--- src/rtl/ysyx_24100005_lsu.sv ---
// ysyx_24100005_lsu -- multi-cycle RV32 load/store unit.
//
// Takes one load/store request at a time from the execute stage and drives a
// word-aligned memory port. Stores get byte-lane placement and a write mask.
// Loads get lane extraction and sign/zero extension. Misaligned accesses and
// illegal funct3 values are answered directly, without touching memory. A
// response timeout stops a stalled memory from hanging the core.
//
// Ports:
//   clk, rst                 rising-edge clock, asynchronous active-low reset
//   req_*                    request from execute (valid/ready, wen, funct3, addr, wdata)
//   mem_req_*                memory request (valid/ready, wen, word addr, lane data, mask)
//   mem_resp_valid/rdata     one-cycle memory response pulse and raw read word
//   resp_*                   result to consumer (valid/ready, extended rdata, err code)
//   dbg_state                current FSM state (IDLE=0, ISSUE=1, WAIT=2, RESP=3)
//
// Handshakes: a transfer happens on a rising edge where valid and ready are
// both high. A producer that raises valid holds it and its payload stable
// until that edge. Ready may depend on state but never on the same-cycle
// valid of the other side. mem_resp_valid has no ready; it is a one-cycle pulse.
module ysyx_24100005_lsu #(
  parameter int ADDR_W    = 32,
  parameter int TIMEOUT_W = 8
) (
  input  logic              clk,
  input  logic              rst,
  input  logic              req_valid,
  output logic              req_ready,
  input  logic              req_wen,
  input  logic [2:0]        req_funct3,
  input  logic [ADDR_W-1:0] req_addr,
  input  logic [31:0]       req_wdata,
  output logic              mem_req_valid,
  input  logic              mem_req_ready,
  output logic              mem_req_wen,
  output logic [ADDR_W-1:0] mem_req_addr,
  output logic [31:0]       mem_req_wdata,
  output logic [3:0]        mem_req_wmask,
  input  logic              mem_resp_valid,
  input  logic [31:0]       mem_resp_rdata,
  output logic              resp_valid,
  input  logic              resp_ready,
  output logic [31:0]       resp_rdata,
  output logic [1:0]        resp_err,
  output logic [1:0]        dbg_state
);

  localparam logic [1:0] S_IDLE  = 2'd0;
  localparam logic [1:0] S_ISSUE = 2'd1;
  localparam logic [1:0] S_WAIT  = 2'd2;
  localparam logic [1:0] S_RESP  = 2'd3;

  localparam logic [1:0] ERR_OK    = 2'b00;
  localparam logic [1:0] ERR_ALIGN = 2'b01;
  localparam logic [1:0] ERR_TMO   = 2'b10;
  localparam logic [1:0] ERR_ILL   = 2'b11;

  localparam logic [TIMEOUT_W-1:0] CNT_MAX = '1;
  localparam logic [TIMEOUT_W-1:0] CNT_ONE = {{(TIMEOUT_W-1){1'b0}}, 1'b1};

  logic [1:0]           state;
  logic                 wen_q;
  logic [2:0]           funct3_q;
  logic [ADDR_W-1:0]    addr_q;
  logic [31:0]          wdata_q;
  logic [31:0]          rdata_q;
  logic [1:0]           err_q;
  logic [TIMEOUT_W-1:0] cnt;
  logic [TIMEOUT_W-1:0] cnt_inc;

  logic        req_illegal;
  logic        req_misaligned;
  logic [31:0] st_wdata;
  logic [3:0]  st_wmask;
  logic [7:0]  ld_byte;
  logic [15:0] ld_half;
  logic [31:0] ld_data;

  assign cnt_inc = cnt + CNT_ONE;

  // Request classification from the live inputs, used in IDLE only.
  // funct3[1:0] encodes the size for both loads and stores (00 B, 01 H, 10 W).
  always_comb begin
    req_illegal = 1'b0;
    if (req_wen) begin
      req_illegal = !(req_funct3 == 3'b000 || req_funct3 == 3'b001 ||
                      req_funct3 == 3'b010);
    end else begin
      case (req_funct3)
        3'b000, 3'b001, 3'b010, 3'b100, 3'b101: req_illegal = 1'b0;
        default:                                req_illegal = 1'b1;
      endcase
    end
    req_misaligned = ((req_funct3[1:0] == 2'b01) && req_addr[0]) ||
                     ((req_funct3[1:0] == 2'b10) && (req_addr[1:0] != 2'b00));
  end

  // Store lane placement from the latched request. Loads write nothing.
  always_comb begin
    st_wdata = '0;
    st_wmask = '0;
    if (wen_q) begin
      case (funct3_q)
        3'b000: begin
          st_wdata = {4{wdata_q[7:0]}};
          st_wmask = 4'b0001 << addr_q[1:0];
        end
        3'b001: begin
          st_wdata = {2{wdata_q[15:0]}};
          st_wmask = 4'b0011 << addr_q[1:0];
        end
        3'b010: begin
          st_wdata = wdata_q;
          st_wmask = 4'b1111;
        end
        default: begin
          st_wdata = '0;
          st_wmask = '0;
        end
      endcase
    end
  end

  // Load lane extraction from the raw word, captured when the response arrives.
  always_comb begin
    ld_byte = mem_resp_rdata[{addr_q[1:0], 3'b000} +: 8];
    ld_half = mem_resp_rdata[{addr_q[1], 4'b0000} +: 16];
    case (funct3_q)
      3'b000:  ld_data = {{24{ld_byte[7]}}, ld_byte};
      3'b001:  ld_data = {{16{ld_half[15]}}, ld_half};
      3'b010:  ld_data = mem_resp_rdata;
      3'b100:  ld_data = {24'd0, ld_byte};
      3'b101:  ld_data = {16'd0, ld_half};
      default: ld_data = '0;
    endcase
  end

  always_ff @(posedge clk or negedge rst) begin
    if (!rst) begin
      state    <= S_IDLE;
      wen_q    <= 1'b0;
      funct3_q <= '0;
      addr_q   <= '0;
      wdata_q  <= '0;
      rdata_q  <= '0;
      err_q    <= ERR_OK;
      cnt      <= '0;
    end else begin
      case (state)
        S_IDLE: begin
          if (req_valid) begin
            wen_q    <= req_wen;
            funct3_q <= req_funct3;
            addr_q   <= req_addr;
            wdata_q  <= req_wdata;
            rdata_q  <= '0;
            if (req_illegal) begin
              err_q <= ERR_ILL;
              state <= S_RESP;
            end else if (req_misaligned) begin
              err_q <= ERR_ALIGN;
              state <= S_RESP;
            end else begin
              err_q <= ERR_OK;
              state <= S_ISSUE;
            end
          end
        end
        S_ISSUE: begin
          if (mem_req_ready) begin
            cnt   <= '0;
            state <= S_WAIT;
          end
        end
        S_WAIT: begin
          cnt <= cnt_inc;
          // A response in the same cycle as the timeout wins.
          if (mem_resp_valid) begin
            rdata_q <= wen_q ? 32'd0 : ld_data;
            err_q   <= ERR_OK;
            state   <= S_RESP;
          end else if (cnt_inc == CNT_MAX) begin
            rdata_q <= '0;
            err_q   <= ERR_TMO;
            state   <= S_RESP;
          end
        end
        S_RESP: begin
          if (resp_ready) begin
            state <= S_IDLE;
          end
        end
        default: state <= S_IDLE;
      endcase
    end
  end

  assign req_ready     = (state == S_IDLE);
  assign mem_req_valid = (state == S_ISSUE);
  assign mem_req_wen   = wen_q && (state == S_ISSUE);
  assign mem_req_addr  = {addr_q[ADDR_W-1:2], 2'b00};
  assign mem_req_wdata = st_wdata;
  assign mem_req_wmask = st_wmask;
  assign resp_valid    = (state == S_RESP);
  assign resp_rdata    = rdata_q;
  assign resp_err      = err_q;
  assign dbg_state     = state;

endmodule

--- config.mk ---
export PLATFORM = sky130hd
export DESIGN_NAME = ysyx_24100005_lsu
export DESIGN_NICKNAME = d
export VERILOG_FILES = /design/src/rtl/ysyx_24100005_lsu.sv
export SDC_FILE = /design/constraint.sdc
export NUM_CORES = 1
export LEC_CHECK = 0
export ABC_CLOCK_PERIOD_IN_PS = 2730
export BUFFER_PORTS_ARGS = -buffer_cell sky130_fd_sc_hd__buf_2
export CAP_MARGIN = 40
export CORE_AREA = 5 5 110 122
export DETAILED_ROUTE_END_ITERATION = 10
export DIE_AREA = 0 0 115 127
export PLACE_DENSITY = 0.79
export SLEW_MARGIN = 10
export SYNTH_ARGS = -nofsm -noshare
export SYNTH_HDL_FRONTEND = slang
export SYNTH_SLANG_ARGS = --single-unit
--- constraint.sdc ---
create_clock -name clk -period 2.73 [get_ports clk]
set_input_delay 0.1365 -clock clk [delete_from_list [all_inputs] [get_ports clk]]
set_output_delay 0.1365 -clock clk [all_outputs]
set_load 0.02 [all_outputs]
==> impl_metrics.tcl <==
set metrics [dict create \
    final_nets 854 \
    synth_seq_cells 112 \
    num_io_pins 214 \
    cts_tree "done" \
    start_util_pct 48.9 \
    viasPerCell 5.49 \
    crit_fanout 8 \
    finalCriticalPeriod_ps 2310 \
    synth_cell_types 58 \
    cts_root_buf "clkbuf_16" \
    grt_max_degree 69 \
    post_drt_wl_per_cell_microns 17.7 \
    setup_viol 0 \
    vdd_drop_max_mv 0.613 \
    synth_edf_count 0 \
    drtIter0Drc 425 \
    min_path_type "in -> reg" \
    clkSinkCount 112 \
    hp-start "req_wdata[11]" \
    syn_inst 557 \
    holdPathStages 2 \
    ys.flop_type "dfrtp_1" \
    synthArstFlopShare_pct 100 \
    setup.worst_path.start "cnt[0]" \
    yosys_warnings 0 \
    clk_pin_slew_ps 70 \
    ant_nets 0 \
    startpoint_type "flip-flop" \
    die_x_microns 115 \
    grt_antenna_before_repair 0 \
    drc_errors 0 \
    finalSetupTns_ps 0 \
    grt_remaining_overflow 0 \
    clk_latency_ps 350 \
    syn_area_per_cell_sq_um 10.5 \
    cp.arrival_ps 2550 \
    post-dp-hpwl_microns 11600 \
    die_h_microns 127 \
    finalHoldViolations 0 \
    numCtsBuffers 9 \
    p_total_w 0.00883 \
    grt_usage_pct 22.1 \
    core_sq_um 12000 \
    worstPathRequired_ps 2970 \
    syn_to_final_growth_pct 23.7 \
    final_cell_mix "buf_2, dfrtp_1, mux2_2" \
    final_core_util_pct 60.4 \
    end_kind "flip-flop" \
    max_freq_mhz 432 \
    slew_headroom_pct 49.2 \
    htreeDepth 3 \
    num_rows 42 \
    port_buffers 211 \
    report.final.slew_viol_count 0 \
    dr.pass1.iters 6 \
    r2r_cells 6 \
    clk_path_buf_depth 2 \
    cap_violations 0 \
    grt_pass1_vias 5242 \
    fin_area_sq_um 7240 \
    rsz0062_at_grt "no" \
    yosysSeqAreaShare_pct 47.9 \
    syn_area_sq_um 5850 \
    place_congestion 0.891 \
    power_density_nw_per_um2 1220 \
    placed_cell_area_sq_um 6820 \
    grt_pass1_wl_microns 26100 \
    path_class "reg -> reg" \
    diodes 0 \
    layout_commonest_cell "buf_2" \
    reg2reg_from "cnt[0]" \
    vias 4944 \
    die-area_sq_um 14600 \
    drive_gt1_share_pct 44.4 \
    period_share_pct 84.7 \
    status "finished, final reports clean" \
    total_leakage_power_nw 3.74 \
    worst_slew_pin_slew_ps 759 \
    skew_ps 7.09 \
    route.final.wire_length_microns 15900 \
]
-- through the flow --
step / hold WS (ps) / setup WS (ps) / std cells
finish: 11.1 / 418 / 901
global route: 0.692 / 334 / 901
CTS: 0.679 / 448 / 900
detailed placement: 170 / 456 / 870
global placement: 167 / 536 / 869
floorplan: -159 / 488 / 558
-- state kept, by name, indices dropped and copies added, names as in the netlist --
register / flops
resp_err: 2
funct3_q: 3
cnt: 8
wen_q: 1
addr_q: 32
resp_rdata: 32
dbg_state: 2
wdata_q: 32
-- metal layers --
layer / vias up / global-route usage, % / wire (microns)
met3: 34 / 5.77 / 1270
met1: 2369 / 27.0 / 6130
met4: 0 / 8.84 / 426
li1: 2316 / - / -
met5: - / 0 / 0
met2: 225 / 37.1 / 8080
-- report_power, final --
part	leakage (nW)	total, W	switching (W)	internal [W]
clock network	0.133	0.00125	0.000627	0.000624
registers	1.40	0.00295	0.000523	0.00243
logic	2.20	0.00463	0.00277	0.00186
-- final timing paths --
path / to / slack (ps)
worst max-delay path: dbg_state[0] / 420
worst min-delay path: wdata_q[11] / 10
worst max register to register: dbg_state[0] / 420
worst min register to register: resp_rdata[11] / 480
max in group asynchronous: cnt[2] / 1650
min in group asynchronous: wdata_q[3] / 310
-- what timing repair did --
item	4_1_cts	5_1_grt
endpoints found under the hold margin	57	1
buffers inserted	0	0
hold buffers	14	1
resized for setup	0	0
-- cells in the mapped netlist, types with 2 or more instances --
master	instances	area, sq um
a21boi_0	2	15.0
a21o_1	21	158
a21o_2	4	35.0
a21oi_1	68	340
a222oi_1	7	70.1
a22o_1	5	43.8
a22oi_1	7	52.6
a31oi_1	2	12.5
and2_1	9	56.3
buf_1	3	11.3
buf_2	2	10.0
buf_4	32	240
buf_6	3	33.8
clkbuf_1	23	86.3
dfrtp_1	112	2800
ha_1	6	75.1
inv_1	8	30.0
mux2_2	78	878
mux2i_1	3	30.0
nand2_1	27	101
nand2b_1	6	37.5
nand3_1	4	20.0
nand4_1	3	18.8
nor2_1	55	206
nor2b_1	10	62.6
nor3_1	3	15.0
o21a_1	2	15.0
o21ai_0	14	70.1
o21ai_1	2	10.0
o2bb2ai_1	8	70.1
-- critical path, stage by stage (launching register included) --
cell and delay (ps):
dfrtp_1 470, ha_1 260, and3_2 240, mux2_2 350, a221oi_2 290, o2111a_1 270, mux2_1 330
-- logic make-up after synthesis --
logic type	synth area share [%]
other	0.0641
flip-flops	47.9
adder cells (fa/ha/maj)	1.28
AND/OR/NAND/NOR	10.8
buffers and inverters	7.48
multiplexers	15.7
AO/OA/AOI/OAI	16.8
-- cell type report --
| cell class | instances | area, sq um |
|---|---|---|
| tap | 154 | 193 |
| fill | 988 | 4740 |
| inverter | 8 | 30.0 |
| clock inverter | 6 | 43.8 |
| sequential | 112 | 2800 |
| multi-input combinational | 373 | 2620 |
| clock buffer | 10 | 229 |
| timing repair buffer | 238 | 1320 |
No activity file was read; power rests on OpenSTA's default activity.
